### src/rtl/uart_tx.sv
// UART transmitter: 8N1 framing, LSB first, idle-high line, with a small
// byte FIFO in front so the host can queue bursts with valid/ready.
//
// state | meaning
// IDLE  | line high, waiting for a queued byte; pops the FIFO head when present
// START | start bit (line low) for CLKS_PER_BIT clocks
// DATA  | data bits 0..7, LSB first, each CLKS_PER_BIT clocks
// STOP  | stop bit (line high) for CLKS_PER_BIT clocks, then Done pulse
module uart_tx #(
    parameter int CLKS_PER_BIT = 104,
    parameter int FIFO_DEPTH   = 4
) (
    input  logic       ip_Clock,
    input  logic       ip_Reset,
    input  logic       ip_Tx_DV,
    input  logic [7:0] ip_Tx_Byte,
    output logic       op_Tx_Ready,
    output logic       op_Tx_Serial,
    output logic       op_Tx_Active,
    output logic       op_Tx_Done
);

    localparam int CNT_W      = (CLKS_PER_BIT > 1) ? $clog2(CLKS_PER_BIT) : 1;
    localparam int PTR_W      = $clog2(FIFO_DEPTH);
    localparam int FIFO_CNT_W = PTR_W + 1;

    localparam logic [CNT_W-1:0]      CNT_LAST  = CNT_W'(CLKS_PER_BIT - 1);
    localparam logic [FIFO_CNT_W-1:0] FIFO_FULL = FIFO_CNT_W'(FIFO_DEPTH);

    localparam logic [1:0] ST_IDLE  = 2'd0;
    localparam logic [1:0] ST_START = 2'd1;
    localparam logic [1:0] ST_DATA  = 2'd2;
    localparam logic [1:0] ST_STOP  = 2'd3;

    // ------------------------------------------------------------------
    // Byte FIFO
    // ------------------------------------------------------------------
    logic [7:0]            mem_q [FIFO_DEPTH];
    logic [PTR_W-1:0]      wr_ptr_q, wr_ptr_d;
    logic [PTR_W-1:0]      rd_ptr_q, rd_ptr_d;
    logic [FIFO_CNT_W-1:0] count_q, count_d;
    logic                  push;
    logic                  pop;
    logic                  fifo_empty;

    // ------------------------------------------------------------------
    // Transmit FSM
    // ------------------------------------------------------------------
    logic [1:0]       state_q, state_d;
    logic [CNT_W-1:0] clk_cnt_q, clk_cnt_d;
    logic [2:0]       bit_idx_q, bit_idx_d;
    logic [7:0]       shift_q, shift_d;
    logic             serial_q, serial_d;
    logic             active_q, active_d;
    logic             done_q, done_d;
    logic             bit_end;

    // Ready comes straight from the registered count, so a full FIFO that is
    // popped this edge still refuses the byte offered on the same edge.
    assign op_Tx_Ready  = (count_q < FIFO_FULL);
    assign fifo_empty   = (count_q == '0);
    assign push         = ip_Tx_DV && op_Tx_Ready;
    assign pop          = (state_q == ST_IDLE) && !fifo_empty;
    assign bit_end      = (clk_cnt_q == CNT_LAST);

    assign op_Tx_Serial = serial_q;
    assign op_Tx_Active = active_q;
    assign op_Tx_Done   = done_q;

    // FIFO pointer and occupancy next-state; push and pop may coincide.
    always_comb begin
        wr_ptr_d = wr_ptr_q;
        rd_ptr_d = rd_ptr_q;
        count_d  = count_q;
        if (push) begin
            wr_ptr_d = wr_ptr_q + PTR_W'(1);
        end
        if (pop) begin
            rd_ptr_d = rd_ptr_q + PTR_W'(1);
        end
        case ({push, pop})
            2'b10:   count_d = count_q + FIFO_CNT_W'(1);
            2'b01:   count_d = count_q - FIFO_CNT_W'(1);
            default: count_d = count_q;
        endcase
    end

    // FIFO pointers and count; reset discards everything queued.
    always_ff @(posedge ip_Clock or posedge ip_Reset) begin
        if (ip_Reset) begin
            wr_ptr_q <= '0;
            rd_ptr_q <= '0;
            count_q  <= '0;
        end else begin
            wr_ptr_q <= wr_ptr_d;
            rd_ptr_q <= rd_ptr_d;
            count_q  <= count_d;
        end
    end

    // FIFO storage; contents are only meaningful between the pointers, so no reset.
    always_ff @(posedge ip_Clock) begin
        if (push) begin
            mem_q[wr_ptr_q] <= ip_Tx_Byte;
        end
    end

    // Frame sequencing: the byte is copied into the shift register on pop, so
    // later changes on ip_Tx_Byte or the FIFO cannot disturb the frame in flight.
    always_comb begin
        state_d   = state_q;
        clk_cnt_d = clk_cnt_q;
        bit_idx_d = bit_idx_q;
        shift_d   = shift_q;
        serial_d  = serial_q;
        active_d  = active_q;
        done_d    = 1'b0;

        case (state_q)
            ST_IDLE: begin
                serial_d  = 1'b1;
                active_d  = 1'b0;
                clk_cnt_d = '0;
                bit_idx_d = '0;
                if (!fifo_empty) begin
                    shift_d  = mem_q[rd_ptr_q];
                    serial_d = 1'b0;
                    active_d = 1'b1;
                    state_d  = ST_START;
                end
            end

            ST_START: begin
                if (bit_end) begin
                    clk_cnt_d = '0;
                    serial_d  = shift_q[0];
                    bit_idx_d = '0;
                    state_d   = ST_DATA;
                end else begin
                    clk_cnt_d = clk_cnt_q + CNT_W'(1);
                end
            end

            ST_DATA: begin
                if (bit_end) begin
                    clk_cnt_d = '0;
                    if (bit_idx_q == 3'd7) begin
                        serial_d = 1'b1;
                        state_d  = ST_STOP;
                    end else begin
                        // shift_q[0] is on the line now; the next bit is shift_q[1].
                        bit_idx_d = bit_idx_q + 3'd1;
                        serial_d  = shift_q[1];
                        shift_d   = {1'b0, shift_q[7:1]};
                    end
                end else begin
                    clk_cnt_d = clk_cnt_q + CNT_W'(1);
                end
            end

            ST_STOP: begin
                if (bit_end) begin
                    clk_cnt_d = '0;
                    active_d  = 1'b0;
                    done_d    = 1'b1;
                    state_d   = ST_IDLE;
                end else begin
                    clk_cnt_d = clk_cnt_q + CNT_W'(1);
                end
            end

            default: begin
                state_d   = ST_IDLE;
                serial_d  = 1'b1;
                active_d  = 1'b0;
                clk_cnt_d = '0;
                bit_idx_d = '0;
            end
        endcase
    end

    // FSM and line registers; reset aborts any frame and returns the line high at once.
    always_ff @(posedge ip_Clock or posedge ip_Reset) begin
        if (ip_Reset) begin
            state_q   <= ST_IDLE;
            clk_cnt_q <= '0;
            bit_idx_q <= '0;
            shift_q   <= '0;
            serial_q  <= 1'b1;
            active_q  <= 1'b0;
            done_q    <= 1'b0;
        end else begin
            state_q   <= state_d;
            clk_cnt_q <= clk_cnt_d;
            bit_idx_q <= bit_idx_d;
            shift_q   <= shift_d;
            serial_q  <= serial_d;
            active_q  <= active_d;
            done_q    <= done_d;
        end
    end

endmodule

### config.mk
export PLATFORM = sky130hd
export DESIGN_NAME = uart_tx
export DESIGN_NICKNAME = d
export VERILOG_FILES = /design/src/rtl/uart_tx.sv
export SDC_FILE = /design/constraint.sdc
export NUM_CORES = 1
export LEC_CHECK = 0
export CAP_MARGIN = 0
export CORE_ASPECT_RATIO = 1.4
export CORE_MARGIN = 5
export CORE_UTILIZATION = 59
export CTS_CLUSTER_DIAMETER = 100
export DETAILED_ROUTE_END_ITERATION = 10
export GPL_TIMING_DRIVEN = 0
export HOLD_SLACK_MARGIN = 0.08
export PLACE_DENSITY_LB_ADDON = 0.15
export SLEW_MARGIN = 5
export SYNTH_ARGS = -nofsm -noshare
export SYNTH_HDL_FRONTEND = slang
export SYNTH_SLANG_ARGS = --single-unit
### constraint.sdc
create_clock -name ip_Clock -period 2.19 [get_ports ip_Clock]
set_input_delay 0.438 -clock ip_Clock [delete_from_list [all_inputs] [get_ports ip_Clock]]
set_output_delay 0.438 -clock ip_Clock [all_outputs]
set_load 0.02 [all_outputs]
# ---- After elaboration in Yosys (flattened, before gate mapping)
# Memory sizes are Yosys's and may differ from the RTL's.
# Cells that the tools add are included.
dict set report word_totals {
  mem_bits_rw 32
  ff_bits 30
  in_bits 11
  elab_cells 75
  output_inout_bits 4
  mem_count 1
}
# memory depth word_bits read_ports rd_ports_with_merged_regs wr line
set mem_list {}
lappend mem_list {mem_q 4 8 1 0 1 38} ;# logic [7:0] mem_q [FIFO_DEPTH];
dict set report classes {
  mux 29
  n_reduce_logical 15
  magnitude_cmp 1
  eq_ne 13
  n_addsub 6
}
# cell count
set op_table {}
lappend op_table {{2-to-1 mux 8 bit} 3}
lappend op_table {{case mux 8 bit (2 select lines)} 1}
lappend op_table {{case mux 7 bit (2 select lines)} 1}
lappend op_table {{!= test 2 bit (second input constant)} 6}
lappend op_table {{2-to-1 mux 1 bit} 10}
lappend op_table {{2-to-1 mux 2 bit} 5}
lappend op_table {{2-to-1 mux 3 bit} 3}
lappend op_table {{case mux 3 bit (3 select lines)} 1}
lappend op_table {{case mux 2 bit (4 select lines)} 1}
lappend op_table {{AND reduction 4 bit} 2}
lappend op_table {{adder 7 x 1 -> 7 bit (second input constant)} 1}
lappend op_table {{== test 7 bit (second input constant)} 1}
lappend op_table {{2-to-1 mux 7 bit} 1}
lappend op_table {{adder 3 x 1 -> 3 bit (second input constant)} 2}
lappend op_table {{== test 2 bit (second input constant)} 3}
lappend op_table {{case mux 3 bit (2 select lines)} 1}
lappend op_table {{nonzero test 2 bit} 3}
lappend op_table {{AND reduction 5 bit} 1}
lappend op_table {{adder 2 x 1 -> 2 bit (second input constant)} 2}
lappend op_table {{== test 2 x 1 -> 1 bit (second input constant)} 2}
lappend op_table {{== test 3 bit (second input constant)} 1}
lappend op_table {{logical NOT 3 bit} 1}
lappend op_table {{< comparator 3 bit (second input constant)} 1}
lappend op_table {{case mux 1 bit (3 select lines)} 1}
lappend op_table {{other kinds (9)} 10}

# ---- Depth between registers and ports, before layout
# Gate-level depths: netlist (run 1).
dict set report logic_depth {
  ltp_word 5
  mapped_depth 10
  ltp_nobuf 10
}

# ---- Least setup slack after synthesis (run 1)
# OpenSTA, ideal clock, no wires.
dict set report synth_timing {
  path_kind {register to register}
  start {register bit_idx_q[0]}
  end {register shift_q[1]}
  synth_period_minus_slack_ns 1.993
  n_path_buf 0
  slack_ns 0.197
  required_time_ns 2.065
  t_arrival_ns 1.868
  stages_incl_launch_ff 7
  setup_ns 0.125
  cell_sequence {dfrtp_1 ha_1 ha_1 or4b_4 o21ai_4 nand3_4 mux2_4}
}
dict set report synth_via {
  elab_chain_cells 3
}
# element line
set synth_lines {}
lappend synth_lines {{start, declared} 51} ;# logic [2:0] bit_idx_q, bit_idx_d;
lappend synth_lines {{start signal, assigned} 195} ;# bit_idx_q <= bit_idx_d;
lappend synth_lines {{== test 3 bit} 147} ;# if (bit_idx_q == 3'd7) begin
lappend synth_lines {{!= test 2 bit (no line)} --}
lappend synth_lines {{AND reduction 4 bit (no line)} --}
lappend synth_lines {{end signal, assigned} 196} ;# shift_q <= shift_d;
lappend synth_lines {{end, declared} 52} ;# logic [7:0] shift_q, shift_d;
# No other way between the ends.
# A chain may end at the register's enable or synchronous reset.

# ---- Worst setup path after layout (run 1)
dict set report layout_timing {
  start {register bit_idx_q[0]}
  end {register bit_idx_q[0]}
}
dict set report layout_via {
  elab_chain_cells 4
  elab_cells_between_ends 7
  classes_between {add/sub (1); eq/ne (2); mux (3); reduce/logical (1)}
}
# element line
set layout_lines {}
lappend layout_lines {{adder 3 x 1 -> 3 bit} 152} ;# bit_idx_d = bit_idx_q + 3'd1;
lappend layout_lines {{2-to-1 mux 3 bit} 147}
lappend layout_lines {{2-to-1 mux 3 bit} 145} ;# if (bit_end) begin
lappend layout_lines {{case mux 3 bit (3 select lines)} 119} ;# case (state_q)
# Parallel ways exist; a longest one is shown, timed or not. The select of a mux whose other input is x is not followed.

==> results of run 1 <==
registers in the layout, indices dropped and copies added (netlist names):
name and flops:
mem_q 32, shift_q 8, clk_cnt_q 7, bit_idx_q 3
count_q 3, rd_ptr_q 2, state_q 2, wr_ptr_q 2
op_Tx_Active 1, op_Tx_Done 1, op_Tx_Serial 1
stage by stage:
| step | worst slack [ps] | setup TNS, ps |
|---|---|---|
| final | 52.2 | 0 |
| after global routing | -15.1 | -15.1 |
| after CTS | 33.6 | 0 |
| after detailed placement | -146 | -291 |
| after global placement | -46.1 | -47.9 |
| after floorplan | 197 | 0 |
report_power, final:
group          total [uW]  switching, uW  internal (uW)
sequential           1720            165           1550
combinational        1910            989            922
clock                1090            446            643
total                4720           1600           3120
synthesized netlist by cell type (all sizes together) (5+ instances only):
cell type  instances  share of area
clkbuf             5         0.0066
edfxtp            32           0.34
inv               15          0.020
mux2i              7          0.025
mux2              17          0.073
xnor2              7          0.022
nor3               7          0.014
dfrtp             29           0.26
nor2               6         0.0079
ha                13          0.057
nor2b              5          0.011
and2               5          0.011
nand2              5         0.0066
o21ai              5          0.013
final cells by class:
type                    instances  area [um^2]  share of cell area
flip-flops and latches         62         1710               0.517
multi-input cells             119         1060               0.321
repair buffers                 16          155              0.0468
clock buffers                   9          124              0.0374
clock inverters                 7         97.6              0.0295
well taps                      64         80.1              0.0242
inverters                      15         56.3              0.0170
plain buffers                   6         25.0             0.00755
what timing repair did:
action,CTS,global route
pin swaps,0,2
gates resized for setup,1,4
buffers inserted,0,2
setup endpoints to repair,1,7
per-layer routing:
layer | vias up | global-route usage | routed length (um)
met3 | 16 | 0.0453 | 145
li1 | 782 | - | -
met1 | 834 | 0.211 | 1890
met4 | 0 | 0.119 | 157
met5 | - | 0 | 0
met2 | 33 | 0.302 | 2710
worst min path at each step:
stage                           start                     end  cells after the start
4_1_cts        clk_cnt_q[0]$_DFF_PP0_  clk_cnt_q[0]$_DFF_PP0_                      1
2_1_floorplan  clk_cnt_q[0]$_DFF_PP0_  clk_cnt_q[0]$_DFF_PP0_                      1
5_1_grt        clk_cnt_q[0]$_DFF_PP0_  clk_cnt_q[0]$_DFF_PP0_                      1
3_3_place_gp   clk_cnt_q[0]$_DFF_PP0_  clk_cnt_q[0]$_DFF_PP0_                      1
3_5_place_dp   clk_cnt_q[0]$_DFF_PP0_  clk_cnt_q[0]$_DFF_PP0_                      1
6_report       clk_cnt_q[0]$_DFF_PP0_  clk_cnt_q[0]$_DFF_PP0_                      1
logic make-up (layout without fill, tap and decap cells):
kind of cell / count (synthesis) / after routing / share of synthesized area
xor gates and xnor gates: 10 / 10 / 0.0308
buffers and inverters: 21 / 53 / 0.0282
and+or+nand+nor: 42 / 42 / 0.0925
adders and majority gates: 14 / 14 / 0.0643
AOI/OAI and AO/OA: 28 / 28 / 0.0758
DFF: 62 / 62 / 0.603
muxes: 25 / 25 / 0.105
==> impl_metrics.ini, run 1 <==
[outcome]
status = complete, no violations

[cts]
cts_tree = yes
cts_hold_buffers = 0
numCtsBuffers = 9
path_clk_slew_ps = 70
h-tree-depth = 3
clk_latency_ps = 340
cts_sinks = 62
cts_buffer_depth = 2
cts-root-buf = clkbuf_8

[yosys]
ys.warnings.count = 0
ys.flop_type = edfxtp_1
syn_inst = 202
synthesis.area_mm2 = 0.00284
synth_edf_count = 32
ys_ff_latch = 62
synthArstFlopShare = 0.484
yosysSeqAreaShare = 0.603
syn_avg_cell_area_um2 = 14.1
syn-num-nets = 227
synthDistinctLibCells = 44

[detailed_routing]
wirelength_mm = 4.90
drc = 0
viasPerCell = 5.59
antenna_left = 0
drt_iter0_markers = 90
dr.pass1.iters = 4
wl_per_cell_um = 16.4
route.vias.total = 1665

[cells_and_area]
stdcell_area_mm2 = 0.00331
utilization = 0.695
syn2layout_area_growth_pct = 16.7
post_route_cells_drive_above_1_share = 0.209
final_common_cell = edfxtp_1
fill_cells = 345
diodes = 0
nets = 254
final_cell_mix = 32 x edfxtp_1, 29 x dfrtp_1, 15 x inv_1
layout.cells.non_filler = 298

[floorplan]
core_mm2 = 0.00477
fp.dieArea_mm2 = 0.00632
die_y_um = 92.1
start_util = 0.596
ios = 15
dieWidth_um = 68.6
rows = 30

[setup_path]
reg2regPathDepth = 6
startpoint = bit_idx_q[0]$_DFFE_PP0P_
reg2reg_slack_ps = 50
r2r_end = bit_idx_q[0]$_DFFE_PP0P_
worstPathBufferInverterCount = 0
cp.arrival_ps = 2360
cp_slowest_stage_delay_ps = 510
cp_max_fo = 3
cp.depth = 6
worstSetupStartpointType = flip-flop
crit_family = simple AND/OR/NAND/NOR gates
r2r-start = bit_idx_q[0]$_DFFE_PP0P_
worstSetupEndpoint = bit_idx_q[0]$_DFFE_PP0P_
crit_chain = ha_1, ha_2, or4b_4, o21ai_4, o311ai_1, mux2_2
cp.required_ps = 2410
critPathSlowestCell = or4b_4
end_kind = flip-flop
criticalPathCategory = reg2reg

[sta]
max_slew_margin = 0.276
fin_crit_sh = 0.976
clock.fmax_mhz = 468
period_needed_ps = 2140
setup_viol_count_final = 0
clock_skew_ps = 4.63
hold-worst-slack_ps = 469
rsz0062_at_grt = yes
finalMaxSlewViolations = 0
finalHoldViolations = 0
worst_pin_slew_ps = 1080

[flow_run]
maxCapViolations = 0

[power_and_ir_drop]
p_leak_uw = 0.00133
irDropWorstVdd_v = 0.000718
total_power_uw = 4720
power_density_mw_per_mm2 = 1420

[placed_design]
port_buffers = 14
hpwlAfterDp_mm = 3.52
dpl_cell_area_mm2 = 0.00306
place_congestion = 0.847
dp_cells = 280

[min_path]
holdCritPathClass = reg2reg

[grt]
grt_antenna_before_repair = 0
grt_overflow = 0
grt_pass1_wl_mm = 8.38
grt_pass1_vias = 1803
grt_max_degree = 31
track_usage = 0.186
Power figures use the tool's default switching activity.
==> inputs of run 2 (changes only) <==
- CORE_UTILIZATION: 59 -> 62
- DONT_BUFFER_PORTS: unset -> 1
==> impl_metrics.ini, run 2 (synthesis results as in run 1) <==
[detailed_routing]
wl_per_cell_um = 17.4
route.vias.total = 1585
antenna_left = 0
wirelength_mm = 4.88
drc = 0
drt_iter0_markers = 111
dr.pass1.iters = 4
viasPerCell = 5.66

[sta]
max_slew_margin = 0.294
rsz0062_at_grt = no
finalMaxSlewViolations = 0
period_needed_ps = 2130
setup_viol_count_final = 0
clock.fmax_mhz = 470
clock_skew_ps = 8.72
finalHoldViolations = 0
worst_pin_slew_ps = 1050
fin_ws_ps = 60.4
fin_crit_sh = 0.972

[floorplan]
rows = 29
die_y_um = 90.1
start_util = 0.631
fp.dieArea_mm2 = 0.00605
ios = 15
core_mm2 = 0.00450
dieWidth_um = 67.2

[setup_path]
criticalPathCategory = reg2reg
r2r_end = shift_q[0]$_DFFE_PP0P_
reg2regPathDepth = 6
r2r-start = bit_idx_q[0]$_DFFE_PP0P_
cp.required_ps = 2410
cp.arrival_ps = 2350
end_kind = flip-flop
worstSetupStartpointType = flip-flop
reg2reg_slack_ps = 60
cp_max_fo = 8

[placed_design]
dp_cells = 264
place_congestion = 0.753
hpwlAfterDp_mm = 3.53
port_buffers = 0
dpl_cell_area_mm2 = 0.00292
place_worst_setup_slack_ps = -47.7

[cells_and_area]
final_cell_mix = 32 x edfxtp_1, 29 x dfrtp_1, 12 x mux2_2, 12 x ha_1, 11 x inv_1
post_route_cells_drive_above_1_share = 0.216
final_common_cell = edfxtp_1
largest-register = mem_q
utilization = 0.698
syn2layout_area_growth_pct = 10.6
nets = 238
diodes = 0
largest_reg_flops = 32
layout.cells.non_filler = 280
fill_cells = 338
reg.largest.list = mem_q x32, shift_q x8, clk_cnt_q x7
stdcell_area_mm2 = 0.00314

[power_and_ir_drop]
irDropWorstVdd_v = 0.000867
p_leak_uw = 0.00126
power_density_mw_per_mm2 = 1460
total_power_uw = 4570

[grt]
grt_pass1_wl_mm = 8.26
grt_overflow = 0
grt_antenna_before_repair = 0
grt_pass1_vias = 1763
track_usage = 0.186
grt_max_degree = 31

[cts]
cts_tree = yes
h-tree-depth = 3
cts_buffer_depth = 2
cts_hold_buffers = 0
cts_sinks = 62
clk_latency_ps = 330
post_cts_buffers = 0
cts_resized = 2
cts-root-buf = clkbuf_8
path_clk_slew_ps = 70
numCtsBuffers = 9

[flow_run]
maxCapViolations = 0

[outcome]
status = complete, no violations

[min_path]
holdCritPathClass = in2async
run 2: changes by cell type in the layout (fill, tap and decap cells not counted), sizes merged:
cell,change
clkinvlp,-2
clkbuf,+2
clkdlybuf4s50,-14
buf,-2
inv,-2
clkinv,+2
run 2: worst max-delay path by stage:
stage                                   startpoint                endpoint  slack, ps  depth (start not counted)
after global routing        clk_cnt_q[0]$_DFF_PP0_  state_q[0]$_DFFE_PP0P_          2                          5
after global placement      state_q[0]$_DFFE_PP0P_  count_q[2]$_DFFE_PP0P_         90                         10
after CTS                   state_q[0]$_DFFE_PP0P_  count_q[2]$_DFFE_PP0P_         30                         10
after floorplan           bit_idx_q[0]$_DFFE_PP0P_  shift_q[1]$_DFFE_PP0P_        200                          6
final                     bit_idx_q[0]$_DFFE_PP0P_  shift_q[0]$_DFFE_PP0P_         60                          6
after detailed placement    state_q[0]$_DFFE_PP0P_  count_q[2]$_DFFE_PP0P_        -50                         10
run 2: per-layer routing:
layer,track usage,wire length (um),vias up
met2,0.314,2680,19
met1,0.207,1920,803
met4,0.0863,102,0
met5,0,0,-
met3,0.0586,179,9
li1,-,-,754
run 2: report_power, final:
group	switching, uW	total [uW]	internal, uW
sequential	200	1750	1550
clock	418	1050	636
combinational	936	1770	831
total	1550	4570	3020
run 2: stage by stage:
step | hold WS, ps | TNS [ps]
3_3_place_gp | 446 | 0
2_1_floorplan | 434 | 0
5_1_grt | 169 | 0
4_1_cts | 174 | 0
3_5_place_dp | 466 | -47.7
6_report | 117 | 0
run 2: critical path, stage by stage (launching register included):
cell and delay [ps]:
dfrtp_1 390, ha_1 210, ha_1 220, or4b_4 510, o21ai_4 170, nand3_4 180, mux2_4 340
run 2: area by class of cell:
cell class	count	area [um^2]	share of cell area
Tap cell	62	77.6	0.0247
Sequential cell	62	1710	0.545
Inverter	15	56.3	0.0179
Multi-Input combinational cell	119	1060	0.339
Buffer	6	23.8	0.00757
Clock inverter	5	75.1	0.0239
Clock buffer	11	131	0.0418
